`src/rtl/alu_sequencer.sv`:
```
// Program sequencer for the 16-bit accumulator ALU: buffers {OP,IN} instructions and issues one per clock.
// Optional macro ALU_SEQ_ABORT_CLEAR_EN: after an error, drive one OP=1111 cycle to zero the accumulator.
module alu_sequencer #(
   parameter int DEPTH = 16,
   parameter int AW    = $clog2(DEPTH)
) (
   input  logic          CLK,
   input  logic          RST,
   input  logic          WR_EN,
   input  logic [19:0]   WR_DATA,
   output logic          WR_RDY,
   input  logic          CLEAR,
   input  logic          START,
   input  logic          OVF_IN,
   input  logic          DE_IN,
   input  logic          ME_IN,
   output logic [3:0]    OP_OUT,
   output logic [15:0]   IN_OUT,
   output logic          BUSY,
   output logic          DONE,
   output logic [1:0]    ERR,
   output logic [AW:0]   PC,
   output logic [AW:0]   COUNT
);

   localparam logic [1:0] IDLE  = 2'd0;
   localparam logic [1:0] RUN   = 2'd1;
   localparam logic [1:0] ABORT = 2'd2;
   localparam logic [1:0] FIN   = 2'd3;
   localparam logic [AW:0] ONE  = {{AW{1'b0}}, 1'b1};

   logic [1:0]  state;
   logic [AW:0] len;
   logic [19:0] mem [DEPTH];

   logic        wr_acc, sub_ovf, div0;
   logic [AW:0] cnt_nx, pc_nx;
   logic [19:0] first, nxt;

   // COUNT never exceeds DEPTH, so its top bit alone marks a full buffer
   assign WR_RDY = (state == IDLE) & ~COUNT[AW];

   always_comb begin
      wr_acc  = WR_EN & WR_RDY & ~CLEAR;
      cnt_nx  = CLEAR ? '0 : COUNT + {{AW{1'b0}}, wr_acc};
      // a write landing in the same cycle as START on an empty buffer is entry 0
      first   = (COUNT == '0) ? WR_DATA : mem[0];
      pc_nx   = PC + ONE;
      nxt     = mem[pc_nx[AW-1:0]];
      sub_ovf = (OP_OUT == 4'b0011) & OVF_IN;
      div0    = ((OP_OUT == 4'b0101) | (OP_OUT == 4'b0110)) & (DE_IN | ME_IN);
   end

   always_ff @(posedge CLK) begin
      if (wr_acc)
         mem[COUNT[AW-1:0]] <= WR_DATA;
   end

   always_ff @(posedge CLK or posedge RST) begin
      if (RST) begin
         state  <= IDLE;
         len    <= '0;
         COUNT  <= '0;
         PC     <= '0;
         OP_OUT <= 4'b0000;
         IN_OUT <= '0;
         BUSY   <= 1'b0;
         DONE   <= 1'b0;
         ERR    <= 2'b00;
      end else begin
         case (state)
            IDLE: begin
               COUNT <= cnt_nx;
               if (START && cnt_nx != '0) begin
                  len    <= cnt_nx;
                  ERR    <= 2'b00;
                  PC     <= '0;
                  OP_OUT <= first[19:16];
                  IN_OUT <= first[15:0];
                  BUSY   <= 1'b1;
                  state  <= RUN;
               end
            end
            RUN: begin
               if (sub_ovf || div0) begin
                  ERR <= sub_ovf ? 2'b01 : 2'b10;
`ifdef ALU_SEQ_ABORT_CLEAR_EN
                  OP_OUT <= 4'b1111;
                  IN_OUT <= '0;
                  state  <= ABORT;
`else
                  OP_OUT <= 4'b0000;
                  IN_OUT <= '0;
                  BUSY   <= 1'b0;
                  DONE   <= 1'b1;
                  state  <= FIN;
`endif
               end else if (PC == len - ONE) begin
                  OP_OUT <= 4'b0000;
                  IN_OUT <= '0;
                  BUSY   <= 1'b0;
                  DONE   <= 1'b1;
                  state  <= FIN;
               end else begin
                  PC     <= pc_nx;
                  OP_OUT <= nxt[19:16];
                  IN_OUT <= nxt[15:0];
               end
            end
            ABORT: begin
               OP_OUT <= 4'b0000;
               IN_OUT <= '0;
               BUSY   <= 1'b0;
               DONE   <= 1'b1;
               state  <= FIN;
            end
            default: begin
               DONE  <= 1'b0;
               state <= IDLE;
            end
         endcase
      end
   end

endmodule

```
`config.mk`:
```
export PLATFORM = sky130hd
export DESIGN_NAME = alu_sequencer
export DESIGN_NICKNAME = d
export VERILOG_FILES = /design/src/rtl/alu_sequencer.sv
export SDC_FILE = /design/constraint.sdc
export NUM_CORES = 1
export LEC_CHECK = 0
export ABC_AREA = 0
export CELL_PAD_IN_SITES_DETAIL_PLACEMENT = 0
export CELL_PAD_IN_SITES_GLOBAL_PLACEMENT = 1
export CORE_AREA = 2 2 130 226
export DETAILED_ROUTE_END_ITERATION = 10
export DIE_AREA = 0 0 132 228
export GPL_TIMING_DRIVEN = 0
export PLACE_DENSITY = 0.8
export SETUP_SLACK_MARGIN = 0.1
export SYNTH_ARGS = -nofsm -noshare
export SYNTH_HDL_FRONTEND = slang
export SYNTH_SLANG_ARGS = --single-unit
export TNS_END_PERCENT = 30
```
`constraint.sdc`:
```
create_clock -name CLK -period 3.76 [get_ports CLK]
set_input_delay 0.752 -clock CLK [delete_from_list [all_inputs] [get_ports CLK]]
set_output_delay 0.752 -clock CLK [all_outputs]
set_load 0.05 [all_outputs]
```
# Word-level counts from Yosys, hierarchy flattened
# Memories as Yosys holds them, arrays and structs flattened.
# Cells that the tools add are included.
# W data, S select, Z words.
dict set report word_totals {
  n_memories 1
  romBits 0
  elab_cells 79
  inputBits 28
  out_inout_bits 35
  latchBits 0
  mem_bits_rw 320
  ff_bits 41
}
dict set report classes {
  n_mul 0
  div 0
  muxes 31
  bitwise 10
  shift 0
  eq_ne 11
  n_lt_le_gt_ge 0
  reduce_logical 14
  addsub 3
}
# memory words word_bits read_ports rd_clocked_by_memory_dff wr line
set mem_list {}
lappend mem_list {mem 16 20 2 0 1 34} ;# logic [19:0] mem [DEPTH];
# cell count
set ops {}
lappend ops {{$mux W16} 3}
lappend ops {{$pmux W16 S3} 1}
lappend ops {{$mux W20} 1}
lappend ops {{$mux W5} 4}
lappend ops {{$mux W2} 6}
lappend ops {{$mux W4} 3}
lappend ops {{$pmux W4 S3} 1}
lappend ops {{$pmux W5 S2} 1}
lappend ops {{$eq A4 B3 Y1 const B} 2}
lappend ops {{$reduce_and A2 Y1} 4}
lappend ops {{$mux W1} 7}
lappend ops {{$ne A2 B2 Y1 const B} 3}
lappend ops {{$pmux W1 S3} 2}
lappend ops {{$pmux W2 S3} 1}
lappend ops {{$reduce_and A3 Y1} 2}
lappend ops {{$add A5 B1 Y5} 1}
lappend ops {{$add A5 B1 Y5 const B} 1}
lappend ops {{$and A1 B1 Y1} 5}
lappend ops {{$eq A5 B5 Y1} 1}
lappend ops {{$logic_not A5 Y1} 1}
lappend ops {{$reduce_bool A5 Y1} 1}
lappend ops {{$sub A5 B1 Y5 const B} 1}
lappend ops {{$eq A4 B2 Y1 const B} 1}
lappend ops {{$pmux W2 S2} 1}
lappend ops {{other kinds (12)} 15}

# Logic depth before layout (Yosys ltp)
# Gate-level depths: netlist of run 1.
dict set report depth {
  depth_word 10
  mapped_depth 14
  depth_no_buf 12
}

# Least setup slack after synthesis of run 1
# No wires, ideal clock.
dict set report synth_path {
  kind {input to register}
  startpoint {in CLEAR}
  endpoint {reg state[1]}
  path_stages 12
  setup_time_ps 127
  n_path_buf 3
  arrival_ps 3161
  setup_slack_ps 472
  required_time_ps 3633
  cell_sequence {clkbuf_1 > nor2b_1 > and3b_1 > clkbuf_1 > ha_1 > ha_1 > or2_1 > o311ai_1 > and2_1 > buf_2 > or2_1 > mux2_1}
}
dict set report synth_via {
  elab_chain_cells 8
}
# item line
set synth_lines {}
lappend synth_lines {{start, declared} 12} ;# input logic CLEAR,
lappend synth_lines {{$not A1 Y1} 44} ;# wr_acc = WR_EN & WR_RDY & ~CLEAR;
lappend synth_lines {{$and A1 B1 Y1} 44}
lappend synth_lines {{$add A5 B1 Y5} 45} ;# cnt_nx = CLEAR ? '0 : COUNT + {{AW{1'b0}}, wr_acc};
lappend synth_lines {{$mux W5 (*)} 45}
lappend synth_lines {{$reduce_bool A5 Y1 (*)} 74} ;# if (START && cnt_nx != '0) begin
lappend synth_lines {{$logic_and A1 B1 Y1 (*)} 74}
lappend synth_lines {{$ne A2 B1 Y1 (no source line) (*)} --}
lappend synth_lines {{$reduce_and A2 Y1 (no source line) (*)} --}
lappend synth_lines {{end signal, assigned} 81} ;# state <= RUN;
lappend synth_lines {{end signal, assigned} 96} ;# state <= FIN;
lappend synth_lines {{end signal, assigned} 103} ;# state <= FIN;
lappend synth_lines {{end, declared} 32} ;# logic [1:0] state;
# Every way passes the cells marked *; elsewhere a longest branch is shown, timed or not.
# A chain may end at the register's enable or synchronous reset.

# Final worst setup path of run 1
dict set report layout_path {
  startpoint {reg state[0]}
  endpoint {out WR_RDY}
}
dict set report layout_via {
  elab_chain_cells 2
}
# item line
set layout_lines {}
lappend layout_lines {{start signal, assigned} 61} ;# state <= IDLE;
lappend layout_lines {{start signal, assigned} 81}
lappend layout_lines {{start signal, assigned} 96}
lappend layout_lines {{$logic_not A2 Y1} 41} ;# assign WR_RDY = (state == IDLE) & ~COUNT[AW];
lappend layout_lines {{$and A1 B1 Y1} 41}
lappend layout_lines {{end, declared} 11} ;# output logic WR_RDY,
# No other way between the ends.

==> results.sh, run 1 <==
export IMPL_status="finished, final reports clean"
export IMPL_worstRegToRegCells=8
export IMPL_synth_nets=811
export IMPL_synthTopCellsByArea="edfxtp_1, mux4_2, dfrtp_1, mux4_1, a21oi_1"
export IMPL_synthToLayoutAreaGrowth_pct=16.8
export IMPL_drcViolationCount=0
export IMPL_ys_warn_count=0
export IMPL_grt_pass1_wl_mm=51.4
export IMPL_async_flop_share=0.114
export IMPL_vias=7866
export IMPL_drv_cap=0
export IMPL_yosysSeqAreaShare=0.719
export IMPL_drive_above_1_share=0.213
export IMPL_clkSinkCount=361
export IMPL_end_kind="output port"
export IMPL_hold_viol=0
export IMPL_rsz0062_at_grt="yes"
export IMPL_yosys_most_used_dff="edfxtp_1"
export IMPL_clock_skew_ns=0.0185
export IMPL_worstPathArrival_ns=2.83
export IMPL_crit_chain="inv_1 -> ha_2 -> clkbuf_1 -> nor2b_1 -> clkdlybuf4s50_1"
export IMPL_cts_tree="built"
export IMPL_most_common_layout_cells="edfxtp_1, mux4_2, clkdlybuf4s50_1, nand2_1, a21oi_1"
export IMPL_grt_max_degree=27
export IMPL_power_uw=14200
export IMPL_port_buffers=61
export IMPL_r2r_start="PC[1]"
export IMPL_num_antenna_cells=0
export IMPL_syn_inst=775
export IMPL_synth_top_area_frac=0.650
export IMPL_fp_row_count=82
export IMPL_wire_per_inst_microns=27.2
export IMPL_place_congestion=0.791
export IMPL_yosysTopAreaCell="edfxtp_1"
export IMPL_coreArea_sq_um=28400
export IMPL_antenna_left=0
export IMPL_min_period_ns=3.58
export IMPL_critical_path_class="register to output port"
export IMPL_synth_area_sq_um=14800
export IMPL_min_path_cells=1
export IMPL_r2r_end="IN_OUT[1]"
export IMPL_cts_root_buf="clkbuf_16"
export IMPL_crit_required_ns=3.01
export IMPL_final_cells=1278
export IMPL_dr_pass1_iters=5
export IMPL_tightest_slew_ns=0.998
export IMPL_cts_buffer_depth=3
export IMPL_hp_class="register to register"
export IMPL_slowest_delay_ns=0.80
export IMPL_rrSetupSlack_ns=0.31
export IMPL_syn_avg_cell_area_sq_um=19.1
export IMPL_finalSetupViolCount=0
export IMPL_critPathSlowestCell="clkdlybuf4s50_1"
export IMPL_dieWidth_microns=132
export IMPL_cellLeakagePower_uw=0.00578
export IMPL_grt_overflow=0
export IMPL_htree_levels=1
export IMPL_synth_edf_count=320
export IMPL_routed_wl_mm=34.7
export IMPL_track_usage=0.234
export IMPL_path_max_fanout=10
export IMPL_die_y_microns=228
export IMPL_synth_cell_types=53
export IMPL_power_density_nw_per_um2=823
export IMPL_synth_seq_cells=361
export IMPL_drt_iter0_drc=641
export IMPL_antenna_found_initial=1
export IMPL_pin_count=63
export IMPL_maxSlewHeadroom=0.335
export IMPL_cts_buffers=31
export IMPL_ctsHoldBuffers=0
export IMPL_peakVddDrop_mv=0.498
export IMPL_post_route_util=0.608
export IMPL_die_area_sq_um=30100
export IMPL_dp_cells=1221
export IMPL_drv_slew=0
export IMPL_grt_pass1_vias=8171
export IMPL_post_route_period_util=0.952
export IMPL_hpwl_mm=21.9
export IMPL_fmax_ghz=0.279
export IMPL_mostFrequentLayoutCell="edfxtp_1"
export IMPL_critPathLaunchType="register"
export IMPL_start_util=0.520
export IMPL_vias_per_cell=6.15
export IMPL_hp_start="ERR[0]"
export IMPL_fin_nets=912
export IMPL_clock_latency_ns=0.57
export IMPL_hold_end="ERR[0]"
export IMPL_clk_pin_slew_ns=0.07
[Yosys cell counts, types with 8 or more instances]
cell / n
edfxtp_1: 320
mux4_2: 72
nand2_1: 51
nor2_1: 48
a21oi_1: 43
dfrtp_1: 41
mux4_1: 28
a31oi_1: 22
buf_2: 20
clkbuf_1: 17
inv_1: 9
xnor2_1: 9
ha_1: 8
[logic make-up after synthesis]
group	share of synthesized area
multiplexers	0.166
flip-flops	0.719
AND/OR/NAND/NOR	0.0407
buffers and inverters	0.0217
XOR/XNOR	0.00829
adder cells (fa/ha/maj)	0.00677
AO/OA/AOI/OAI	0.0372
[worst max-delay path: cells and delay by family (launching register included)]
family        cells  cell delay, ns
fa+ha+maj         1            0.25
buf+inv           3            1.37
flops             1            0.43
simple gates      1            0.20
[sequential cells by signal, indices dropped and copies added (netlist names), 2 cells and up]
name	count
COUNT	5
ERR	2
IN_OUT	16
OP_OUT	4
PC	5
len	5
mem	320
state	2
[report_power, final]
part / switching (uW) / internal, uW
registers: 194 / 4600
logic: 3410 / 2570
clock network: 1460 / 2000
[area by class of cell]
cell class	count	area, sq um
clock inverter	24	317
sequential	361	10600
timing repair buffer	68	796
inverter	9	33.8
buffer	49	294
multi-input combinational	356	3950
fill	2035	11100
tap	378	473
clock buffer	33	783
[layer usage]
layer	wire, microns	GRT usage	vias to the layer above
met2	18400	0.418	351
met3	2010	0.0289	77
met5	13	0	-
met4	1430	0.0948	2
met1	12900	0.289	4088
li1	-	-	3348
[how the worst max path moves through the flow]
stage	startpoint	to	slack, ns	depth (start not counted)
finish	state[0]	WR_RDY	0.18	5
global route	state[0]	WR_RDY	0.07	5
CTS	state[0]	state[1]	0.09	13
detailed placement	CLEAR	IN_OUT[6]	-0.18	12
global placement	CLEAR	mem[12][6]	-0.71	6
floorplan	CLEAR	state[1]	0.47	12
[through the flow]
step / hold WS, ns / instance area [sq um] / TNS [ns] / setup slack (ns)
6_report: 0.493 / 17300 / 0 / 0.180
5_1_grt: 0.511 / 17300 / 0 / 0.0669
4_1_cts: 0.497 / 17300 / 0 / 0.0851
3_5_place_dp: 0.477 / 16100 / -3.43 / -0.177
3_3_place_gp: 0.474 / 15900 / -125.71 / -0.707
2_1_floorplan: 0.517 / 14800 / 0 / 0.472
[timing repair]
item                                   CTS  global route
gates cloned                             0             0
endpoints found under the hold margin    0             0
buffers inserted                         0             0
pin swaps                                0             0
resized for setup                        5             6
setup endpoints to repair               25            30
No activity file was read; power rests on OpenSTA's default activity.
==> run 2: changes to the inputs <==
- PLACE_DENSITY: 0.8 -> default
- PLACE_DENSITY_LB_ADDON: default -> 0.1
==> run 2 against run 1 <==
  * Sequential cell count unchanged
  * Largest power group unchanged
  * Largest cell class unchanged
  * Register-to-register slack got worse by 0.06 ns
  * Via count about the same
  * Clock power decreased by 1%
  * Global-route usage increased by 1.0 points
  * Hold slack got worse by 0.035 ns
  * Sequential power about the same
  * Critical endpoint is now IN_OUT[10]
  * Wire length increased by 2.7%
==> results.sh, run 2 (synthesis gave the netlist of run 1 again) <==
export IMPL_slowest_delay_ns=0.71
export IMPL_cellLeakagePower_uw=0.00578
export IMPL_cts_tree="built"
export IMPL_critical_path_class="register to register"
export IMPL_port_buffers=61
export IMPL_cts_buffers=34
export IMPL_tns_ns=0
export IMPL_tightest_slew_ns=0.964
export IMPL_switching_power_uw=4990
export IMPL_clock_latency_ns=0.52
export IMPL_grt_overflow=0
export IMPL_largest_reg_flops=320
export IMPL_track_usage=0.244
export IMPL_dr_pass1_iters=4
export IMPL_rsz0062_at_grt="no"
export IMPL_drcViolationCount=0
export IMPL_end_kind="register"
export IMPL_routed_wl_mm=35.7
export IMPL_clk_pin_slew_ns=0.06
export IMPL_worstPathArrival_ns=3.88
export IMPL_dieWidth_microns=132
export IMPL_combPwrFrac=0.422
export IMPL_fmax_ghz=0.285
export IMPL_wire_per_inst_microns=27.8
export IMPL_drive_above_1_share=0.209
export IMPL_crit_required_ns=4.13
export IMPL_final_cells=1282
export IMPL_antenna_found_initial=0
export IMPL_die_y_microns=228
export IMPL_critPathSlowestCell="buf_1"
export IMPL_crit_chain="ha_1 -> buf_6 -> buf_2 -> buf_1 -> mux4_1 -> mux4_2 -> a31oi_1 -> a21oi_1"
export IMPL_cts_buffer_depth=3
export IMPL_clkSinkCount=361
export IMPL_min_period_ns=3.51
export IMPL_power_density_nw_per_um2=821
export IMPL_finalSetupViolCount=0
export IMPL_hp_class="input pin to async pin"
export IMPL_synthToLayoutAreaGrowth_pct=16.7
export IMPL_most_common_layout_cells="edfxtp_1, mux4_2, clkdlybuf4s50_1, nand2_1, a21oi_1"
export IMPL_htree_levels=2
export IMPL_peakVddDrop_mv=0.522
export IMPL_drt_iter0_drc=633
export IMPL_die_area_sq_um=30100
export IMPL_dp_cells=1221
export IMPL_drv_cap=0
export IMPL_intPower_uw=9180
export IMPL_dp_worst_setup_slack_ns=-0.425
export IMPL_mostFrequentLayoutCell="edfxtp_1"
export IMPL_fin_nets=916
export IMPL_fp_row_count=82
export IMPL_finalWorstSetupSlack_ns=0.255
export IMPL_grt_pass1_vias=8401
export IMPL_hold_ws_ns=0.457
export IMPL_maxSlewHeadroom=0.356
export IMPL_status="finished, final reports clean"
export IMPL_vias=7859
export IMPL_seqPwrFrac=0.337
export IMPL_coreArea_sq_um=28400
export IMPL_critPathLaunchType="register"
export IMPL_cts_root_buf="clkbuf_16"
export IMPL_grt_pass1_wl_mm=53.3
export IMPL_p_sw_frac=0.352
export IMPL_drv_slew=0
export IMPL_path_max_fanout=10
export IMPL_num_antenna_cells=0
export IMPL_grt_max_degree=36
export IMPL_clock_skew_ns=0.0207
export IMPL_hold_viol=0
export IMPL_vias_per_cell=6.13
export IMPL_place_congestion=0.802
export IMPL_ctsHoldBuffers=0
export IMPL_start_util=0.520
export IMPL_pin_count=63
export IMPL_post_route_period_util=0.932
export IMPL_hpwl_mm=23.5
export IMPL_antenna_left=0
export IMPL_clockPowerShare=0.241
## run 2: final timing paths
| check | from | endpoint | slack, ns | cells after the start |
|---|---|---|---|---|
| max | PC[1] | IN_OUT[10] | 0.25 | 8 |
| min | RST | IN_OUT[12] | 0.46 | 2 |
| max reg2reg | PC[1] | IN_OUT[10] | 0.25 | 8 |
| min reg2reg | ERR[0] | ERR[0] | 0.49 | 1 |
| max in group asynchronous | RST | IN_OUT[8] | 2.83 | 3 |
| min in group CLK | ERR[0] | ERR[0] | 0.49 | 1 |
## run 2: cell type report
cell class | instances | area, sq um
clock inverters | 11 | 129
flip-flops and latches | 361 | 10600
well taps | 378 | 473
multi-input cells | 356 | 3960
repair buffers | 69 | 766
fillers | 2086 | 11200
plain buffers | 49 | 298
clock buffers | 49 | 971
inverters | 9 | 33.8
## run 2: through the flow
stage                     area, sq um  utilization  power [uW]
final                           17300        0.607       14200
after global routing            17300        0.607       14800
after CTS                       17200        0.607       14300
after detailed placement        16100        0.567       10900
after global placement          15900        0.559       10800
after floorplan                 14800            -        8950
## run 2: worst max-delay path, delay by kind of cell, from the launching register on
family	cells	cell delay, ns
multiplexers	2	0.91
adder cells (fa/ha/maj)	1	0.38
AO/OA/AOI/OAI	2	0.44
buffers and inverters	3	1.15
flip-flops	1	0.47
## run 2: power groups by stage
stage | clock [uW] | sequential [uW] | combinational (uW)
final | 3420 | 4770 | 5980
after global routing | 3620 | 4800 | 6330
after CTS | 3480 | 4770 | 6050
after detailed placement | 0 | 4850 | 6000
after global placement | 0 | 4840 | 5910
after floorplan | 0 | 5380 | 3570
## run 2: what timing repair did
action | CTS | global route
buffers inserted | 0 | 1
resized for setup | 9 | 6
pin swaps | 0 | 1
setup endpoints to repair | 30 | 24
hold endpoints to repair | 0 | 0
## run 2: per-layer routing
metal | GRT usage | share of wire | up-vias
met5 | 0 | 0 | -
met4 | 0.102 | 0.041 | 0
met3 | 0.0340 | 0.046 | 81
met2 | 0.444 | 0.55 | 289
met1 | 0.290 | 0.37 | 4125
li1 | - | - | 3364
